## src/rtl/coeff_bank_controller_pkg.sv

```systemverilog
// Shared constants and FSM encoding for the beamformer lane coefficient controller.
package coeff_bank_controller_pkg;

  localparam int LANE_CH      = 24;
  localparam int LANE_COEFF_W = 16;

  localparam logic [15:0] COEFF_UNITY_I = 16'h7FFF;
  localparam logic [15:0] COEFF_UNITY_Q = 16'h0000;

  typedef enum logic [1:0] {
    ST_IDLE  = 2'd0,
    ST_ARMED = 2'd1,
    ST_SWAP  = 2'd2
  } state_t;

endpackage

```

## src/rtl/coeff_bank_regs.sv

```systemverilog
// Shadow/active coefficient banks: host write decode into shadow, bulk copy into active,
// and flat packing of the active bank for the multiplier array.
module coeff_bank_regs
  import coeff_bank_controller_pkg::*;
#(
  parameter int NUM_CH       = LANE_CH,
  parameter int COEFF_WIDTH  = LANE_COEFF_W,
  parameter int CH_IDX_WIDTH = 5
) (
  input  logic                          clk,
  input  logic                          rst_n,
  input  logic                          wr_en,
  input  logic [CH_IDX_WIDTH-1:0]       wr_ch,
  input  logic [COEFF_WIDTH-1:0]        wr_coeff_i,
  input  logic [COEFF_WIDTH-1:0]        wr_coeff_q,
  input  logic                          copy_en,
  output logic [NUM_CH*COEFF_WIDTH-1:0] coeff_i_packed,
  output logic [NUM_CH*COEFF_WIDTH-1:0] coeff_q_packed,
  output logic                          wr_err
);

  localparam logic signed [COEFF_WIDTH-1:0] UNITY_I = COEFF_WIDTH'(COEFF_UNITY_I);
  localparam logic signed [COEFF_WIDTH-1:0] UNITY_Q = COEFF_WIDTH'(COEFF_UNITY_Q);

  logic signed [COEFF_WIDTH-1:0] shadow_i [NUM_CH];
  logic signed [COEFF_WIDTH-1:0] shadow_q [NUM_CH];
  logic signed [COEFF_WIDTH-1:0] active_i [NUM_CH];
  logic signed [COEFF_WIDTH-1:0] active_q [NUM_CH];
  logic                          ch_ok;

  // One extra bit so NUM_CH == 2^CH_IDX_WIDTH does not wrap to zero.
  assign ch_ok = {1'b0, wr_ch} < (CH_IDX_WIDTH+1)'(NUM_CH);

  always_ff @(posedge clk or negedge rst_n) begin
    if (!rst_n) begin
      for (int k = 0; k < NUM_CH; k++) begin
        shadow_i[k] <= UNITY_I;
        shadow_q[k] <= UNITY_Q;
        active_i[k] <= UNITY_I;
        active_q[k] <= UNITY_Q;
      end
    end else begin
      for (int k = 0; k < NUM_CH; k++) begin
        if (wr_en && (wr_ch == CH_IDX_WIDTH'(k))) begin
          shadow_i[k] <= $signed(wr_coeff_i);
          shadow_q[k] <= $signed(wr_coeff_q);
        end
        if (copy_en) begin
          active_i[k] <= shadow_i[k];
          active_q[k] <= shadow_q[k];
        end
      end
    end
  end

  always_ff @(posedge clk or negedge rst_n) begin
    if (!rst_n) wr_err <= 1'b0;
    else        wr_err <= wr_en && !ch_ok;
  end

  always_comb begin
    coeff_i_packed = '0;
    coeff_q_packed = '0;
    for (int k = 0; k < NUM_CH; k++) begin
      coeff_i_packed[k*COEFF_WIDTH +: COEFF_WIDTH] = active_i[k];
      coeff_q_packed[k*COEFF_WIDTH +: COEFF_WIDTH] = active_q[k];
    end
  end

endmodule

```

## src/rtl/coeff_bank_controller.sv

```systemverilog
// Double-buffered coefficient controller: commits swap shadow into active only at a frame boundary.
// Optional armed-state timeout forcing a swap is enabled by defining COEFF_CTRL_TIMEOUT_EN.
module coeff_bank_controller
  import coeff_bank_controller_pkg::*;
#(
  parameter int NUM_CH         = LANE_CH,
  parameter int COEFF_WIDTH    = LANE_COEFF_W,
  parameter int CH_IDX_WIDTH   = 5,
  parameter int TIMEOUT_CYCLES = 4096
) (
  input  logic                          clk,
  input  logic                          rst_n,
  input  logic                          cfg_wr_valid,
  output logic                          cfg_wr_ready,
  input  logic [CH_IDX_WIDTH-1:0]       cfg_wr_ch,
  input  logic [COEFF_WIDTH-1:0]        cfg_wr_coeff_i,
  input  logic [COEFF_WIDTH-1:0]        cfg_wr_coeff_q,
  input  logic                          cfg_commit,
  input  logic                          frame_start,
  output logic [NUM_CH*COEFF_WIDTH-1:0] coeff_i_packed,
  output logic [NUM_CH*COEFF_WIDTH-1:0] coeff_q_packed,
  output logic                          swap_done,
  output logic                          cfg_err,
  output logic                          armed,
  output logic                          swap_timeout
);

  state_t state, state_nxt;
  logic   wr_fire;
  logic   copy_en;
  logic   timeout_hit;

  assign wr_fire = cfg_wr_valid && cfg_wr_ready;
  assign copy_en = (state == ST_SWAP);

`ifdef COEFF_CTRL_TIMEOUT_EN
  localparam int CNT_W = $clog2(TIMEOUT_CYCLES + 1);

  logic [CNT_W-1:0] tmo_cnt;
  logic             tmo_flag;

  assign timeout_hit = (state == ST_ARMED) && !frame_start &&
                       (tmo_cnt == CNT_W'(TIMEOUT_CYCLES - 1));

  // Counter is held at zero outside ARMED, so every entry starts a fresh wait.
  always_ff @(posedge clk or negedge rst_n) begin
    if (!rst_n) begin
      tmo_cnt      <= '0;
      tmo_flag     <= 1'b0;
      swap_timeout <= 1'b0;
    end else begin
      tmo_cnt      <= (state == ST_ARMED) ? tmo_cnt + CNT_W'(1) : '0;
      tmo_flag     <= (state == ST_ARMED) ? timeout_hit : tmo_flag;
      swap_timeout <= copy_en && tmo_flag;
    end
  end
`else
  assign timeout_hit  = 1'b0;
  assign swap_timeout = 1'b0;
`endif

  always_comb begin
    state_nxt = state;
    case (state)
      ST_IDLE:  if (cfg_commit) state_nxt = ST_ARMED;
      ST_ARMED: if (frame_start || timeout_hit) state_nxt = ST_SWAP;
      ST_SWAP:  state_nxt = ST_IDLE;
      default:  state_nxt = ST_IDLE;
    endcase
  end

  // Status outputs are registered from the next state so they line up with the state register.
  always_ff @(posedge clk or negedge rst_n) begin
    if (!rst_n) begin
      state        <= ST_IDLE;
      cfg_wr_ready <= 1'b0;
      armed        <= 1'b0;
      swap_done    <= 1'b0;
    end else begin
      state        <= state_nxt;
      cfg_wr_ready <= (state_nxt == ST_IDLE);
      armed        <= (state_nxt == ST_ARMED);
      swap_done    <= copy_en;
    end
  end

  coeff_bank_regs #(
    .NUM_CH       (NUM_CH),
    .COEFF_WIDTH  (COEFF_WIDTH),
    .CH_IDX_WIDTH (CH_IDX_WIDTH)
  ) u_regs (
    .clk            (clk),
    .rst_n          (rst_n),
    .wr_en          (wr_fire),
    .wr_ch          (cfg_wr_ch),
    .wr_coeff_i     (cfg_wr_coeff_i),
    .wr_coeff_q     (cfg_wr_coeff_q),
    .copy_en        (copy_en),
    .coeff_i_packed (coeff_i_packed),
    .coeff_q_packed (coeff_q_packed),
    .wr_err         (cfg_err)
  );

endmodule
```

## config.mk

```make
export PLATFORM = sky130hd
export DESIGN_NAME = coeff_bank_controller
export DESIGN_NICKNAME = d
export VERILOG_FILES = /design/src/rtl/coeff_bank_controller_pkg.sv /design/src/rtl/coeff_bank_regs.sv /design/src/rtl/coeff_bank_controller.sv
export SDC_FILE = /design/constraint.sdc
export NUM_CORES = 2
export LEC_CHECK = 0
export CAP_MARGIN = 10
export CORE_MARGIN = 4
export CORE_UTILIZATION = 51
export CTS_BUF_LIST = sky130_fd_sc_hd__clkbuf_4 sky130_fd_sc_hd__clkbuf_8
export DETAILED_ROUTE_END_ITERATION = 10
export HOLD_SLACK_MARGIN = 0.02
export PLACE_DENSITY = 0.75
export SLEW_MARGIN = 20
export SYNTH_ARGS = -nofsm -noshare
export SYNTH_HDL_FRONTEND = slang
export SYNTH_SLANG_ARGS = --single-unit
```

## constraint.sdc

```tcl
create_clock -name clk -period 3.05 [get_ports clk]
set_input_delay 0.4575 -clock clk [delete_from_list [all_inputs] [get_ports clk]]
set_output_delay 0.4575 -clock clk [all_outputs]
set_load 0.01 [all_outputs]
```

=== After elaboration in Yosys (flattened, before gate mapping) ===
Index checks and enable logic that the tools add are counted.

* Reductions and logical operators: 30
* Multiplexer cells: 3
* Bitwise operators: 0
* $lt $le $gt $ge: 1
* $mul: 0
* Divide/modulo/power cells: 0
* Add/subtract/negate cells: 0
* Shift operators: 0
* Equal/unequal tests: 26

{| class="wikitable"
|+ Operators with widths
! cell !! number
|-
| $eq 5x4->1 const B || 8
|-
| $eq 5x5->1 const B || 8
|-
| $logic_and 1x1->1 || 26
|-
| $eq 5x3->1 const B || 4
|-
| $eq 5x2->1 const B || 2
|-
| $eq 5x1->1 const B || 1
|-
| $logic_not 5->1 || 1
|-
| $lt 5x5->1 const B || 1
|-
| $eq 2x1->1 const B || 2
|-
| $logic_not 2->1 || 2
|-
| $mux 2 || 2
|-
| $pmux 2 s2 || 1
|-
| $eq 2x2->1 const B || 1
|-
| $logic_not 1->1 || 1
|}

* Output and inout bits: 773
* Latch bits: 0
* Memory bits (read-only): 0
* Bits in writable memories: 0
* Input port bits: 42
* Word-level logic and storage cells: 161
* Flip-flop bits (word level): 1542
* Memories kept: 0

=== Logic depth before layout (Yosys ltp) ===
* Depth in word-level cells: 3
* Mapped depth: 6
* Gate-level depth less buffers: 3

=== Modules after synthesis ===
Synthesis repeated with hierarchy kept, for this count alone.

* Cell total of the unflattened synthesis: 3358
* Area, all modules: 58155.8 um2

{| class="wikitable"
|+ By module, submodules not included
! module !! area each (um2) !! cells each !! sequential area each (um2) !! times used
|-
| coeff_bank_regs || 57979.4 || 3344 || 39362.8 || 1
|-
| coeff_bank_controller || 176.4 || 14 || 125.1 || 1
|}

=== Worst setup path after synthesis ===
OpenSTA, ideal clock, no wires.

* Path type: input port to flip-flop
* From: input cfg_wr_ch[4]
* To: register u_regs.shadow_q[100] in the netlist's numbering
* Library setup time: 0.125 ns
* Cell stages on the path: 6
* Path buffers: 3
* Slack: 1.166 ns
* Arrival: 1.759 ns
* Required time: 2.925 ns
* Cells stage by stage: buf_4 -> nand4b_1 -> or4b_1 -> buf_2 -> buf_6 -> mux2_4

* Longest elaborated chain between the ends: 2

{| class="wikitable"
|+ RTL lines
! what !! line !! RTL
|-
| from (decl) || coeff_bank_controller.sv:15 || <nowiki>input logic [CH_IDX_WIDTH-1:0] cfg_wr_ch,</nowiki>
|-
| $eq 5x5->1 || coeff_bank_regs.sv:44 || <nowiki>if (wr_en && (wr_ch == CH_IDX_WIDTH'(k))) begin</nowiki>
|-
| $logic_and 1x1->1 || coeff_bank_regs.sv:44 ||
|-
| to (signal, indexed assignment) || coeff_bank_regs.sv:46 || <nowiki>shadow_q[k] <= $signed(wr_coeff_q);</nowiki>
|-
| to (decl) || coeff_bank_regs.sv:26 || <nowiki>logic signed [COEFF_WIDTH-1:0] shadow_q [NUM_CH];</nowiki>
|}

Every way passes these cells.
A chain may end at the register's enable or synchronous reset.

=== Worst setup path after layout ===
* From: register cfg_wr_ready
* To: output cfg_wr_ready

{| class="wikitable"
|+ RTL lines
! what !! line !! RTL
|-
| from (decl) || coeff_bank_controller.sv:14 || <nowiki>output logic cfg_wr_ready,</nowiki>
|-
| from (signal assigned) || coeff_bank_controller.sv:81 || <nowiki>cfg_wr_ready <= (state_nxt == ST_IDLE);</nowiki>
|}

No word-level cell between the ends.

==> metrics.md <==
| Metric | Value |
|---|---|
| DRC viols | `0` |
| RD Place Congestion | `0.779` |
| Seq/Total Area, Yosys | `0.676` |
| Required @ worst endpoint | `2.59 ns` |
| Post-route ant nets | `0` |
| Arr. time, crit path | `2.12 ns` |
| Starting density of the core | `0.517` |
| Hold Startpoint | `frame_start` |
| Capture point of the worst reg-to-reg path | `u_regs.shadow_q[110]$_DFFE_PN0P_` |
| DR iter-0 viols | `1,546` |
| Peak supply drop | `0.000500 V` |
| Most common cell after layout, fill and taps aside | `mux2_2` |
| Place WS | `0.209 ns` |
| CP max stage cell | `clkdlybuf4s50_1` |
| Slew HR | `0.378` |
| Fin worst setup slack | `0.472 ns` |
| Buf/Inv on CP | `1` |
| Via/cell ratio | `5.40` |
| WL final | `156 mm` |
| Total track usage | `0.257` |
| Die width | `347 µm` |
| Met3 Track Usage GR | `0.0831` |
| Number of global-route vias before repair | `34,700` |
| Worst Setup End Kind | `primary output` |
| DP Wirelength | `101 mm` |
| Power, Total | `59.1 mW` |
| Post-layout min period | `2.58 ns` |
| Pin count of the biggest net entering global routing | `116` |
| Area taken by multi-input logic gates | `17,900 µm²` |
| Die H | `347 µm` |
| Final core occ | `0.654` |
| Leading cell types in the layout, fill and taps excluded | `mux2_2 (1,457), dfrtp_1 (822), clkdlybuf4s50_1 (809)` |
| Total CTS buffers | `234` |
| Clock Latency Late Sink | `0.89 ns` |
| Mapped cell area | `58,400 µm²` |
| WHS | `0.192 ns` |
| Rows | `123` |
| Via count | `32,300` |
| PostCTS Resize Cnt | `0` |
| Count of input and output buffers | `813` |
| Area delta synth->final | `26.5%` |
| Worst-path maximum fanout | `7` |
| WL per Instance | `26.1 µm` |
| Post-Synthesis Net Count | `3,401` |
| Mapped Avg Cell Area | `17.4 µm²` |
| Crit path kind | `flop to primary output` |
| Final setup viols | `0` |
| Core area | `113,000 µm²` |
| Sink Count | `1,542` |
| Post-Place Cells | `5,549` |
| CTS tree | `done` |
| Leakage power | `33.2 nW` |
| Busiest grt layer | `met2` |
| Yosys Warn Count | `0` |
| Post-synth EDFFs | `0` |
| Post-layout nets | `4,328` |
| Post-Layout Inst Area | `74,000 µm²` |
| Total global routing overflow | `0` |
| Register-to-Register Path Depth | `4` |
| Status | `completed` |
| Layout cells sized above 1 | `0.626` |
| Max-cap violations | `0` |
| RSZ-0062 raised after global routing | `no` |
| Met1 usage | `0.332` |
| Final count of pins violating max slew | `0` |
| Post-synthesis cell type count | `33` |
| CTS root buffer | `clkbuf_8` |
| WHS Path Cells | `3` |
| Storage element area | `39,500 µm²` |
| Main flop type after synthesis | `dfrtp_1` |
| Final hold vios | `0` |
| Fin cells | `5,985` |
| Final setup skew | `0.0455 ns` |
| CTS Buffer Depth | `3` |
| Tcrit/Tclk final | `0.845` |
| Drt pass-1 iters | `5` |
| Initial antenna violation count | `11` |
| Layout fillers | `8,011` |
| Hold EP | `state[1]$_DFF_PN0_` |
| CP cell instances | `clkdlybuf4s50_1` |
| Worst hold path type | `primary input to flop` |
| Yosys reg bits | `1,542` |
| Global-route wire length before repair | `231 mm` |
| R2R Setup Slk | `0.68 ns` |
| Full die area | `120,000 µm²` |
| Clk slew on worst S/H paths | `0.07 ns` |
| I/O Pins | `815` |
| Cells after Synth | `3,359` |
| R2r startpoint | `cfg_wr_ready$_DFF_PN0_` |
| F_max | `388 MHz` |
| DP Area | `68,800 µm²` |
| Max incr delay on CP | `0.73 ns` |
| Power Density | `800 nW/µm²` |
| Asr flop ratio synth | `1.00` |
| H-tree levels | `4` |
| Actual slew at the worst max-slew pin | `0.933 ns` |
| M2 GR Usage | `0.406` |
| Cell family with most CP delay | `buffers and inverters` |
| Setup TNS Final | `0 ns` |
| CP startpoint kind | `flop` |
==> cells by family after synthesis <==
group / share of synthesized area
AND/OR/NAND/NOR: 0.00503
multiplexers: 0.300
flip-flops: 0.676
AO/OA/AOI/OAI: 0.000300
other: 0.0000642
buffers and inverters: 0.0192
==> cell usage after synthesis, types with 2 or more instances <==
cell	n	area share
nand4b_1	2	0.00030
mux2_4	60	0.015
a21oi_1	2	0.00017
nand3_1	2	0.00017
mux2_2	1457	0.28
nor4b_1	2	0.00030
clkbuf_1	77	0.0049
or4b_1	3	0.00051
nand3b_1	2	0.00026
buf_2	144	0.012
dfstp_2	720	0.32
buf_6	6	0.0012
mux2_1	19	0.0037
nand2_1	12	0.00077
nor2_1	4	0.00026
nor4b_2	2	0.00051
dfrtp_1	822	0.35
and4b_1	3	0.00051
buf_1	2	0.00013
buf_4	5	0.00064
==> flip-flops by register name (all words and copies together), names as in the netlist <==
name / cells
swap_done: 1
armed: 1
u_regs.coeff_i_packed: 384
u_regs.coeff_q_packed: 384
u_regs.shadow_q: 384
state: 2
u_regs.wr_err: 1
u_regs.shadow_i: 384
cfg_wr_ready: 1
==> layout make-up <==
cell class | instances | area share
sequential | 1542 | 0.534
multi-input combinational | 1583 | 0.242
timing repair buffer | 925 | 0.129
clock buffer | 392 | 0.0649
tap | 1500 | 0.0254
clock inverter | 35 | 0.00421
antenna | 8 | 0.000271
==> worst max-delay path by stage <==
stage | start | to | slack (ns) | cells past startpoint
4_1_cts | cfg_wr_ready$_DFF_PN0_ | cfg_wr_ready | 0.34 | 1
3_5_place_dp | cfg_wr_ch[0] | u_regs.shadow_q[361]$_DFFE_PN0P_ | 0.21 | 5
5_1_grt | cfg_wr_ready$_DFF_PN0_ | cfg_wr_ready | 0.34 | 1
3_3_place_gp | cfg_wr_ch[0] | u_regs.shadow_q[353]$_DFFE_PN0P_ | 0.19 | 5
2_1_floorplan | cfg_wr_ch[4] | u_regs.shadow_q[100]$_DFFE_PN0P_ | 1.17 | 6
6_report | cfg_wr_ready$_DFF_PN0_ | cfg_wr_ready | 0.47 | 1
==> timing repair <==
action | 4_1_cts | 5_1_grt
hold buffers | 1 | 0
endpoints found under the hold margin | 280 | 0
buffers inserted | 0 | 0
==> per-layer routing <==
metal	up-vias	share of wire
met5	-	0
met4	0	0.039
li1	13700	-
met1	17400	0.41
met3	272	0.079
met2	980	0.47
==> power by group <==
group	leakage, nW	switching (mW)	internal [mW]
combinational	11.9	5.28	7.52
sequential	18.5	2.48	25.9
clock	2.73	7.83	10.1
total	33.2	15.6	43.6
Power figures use the tool's default switching activity.
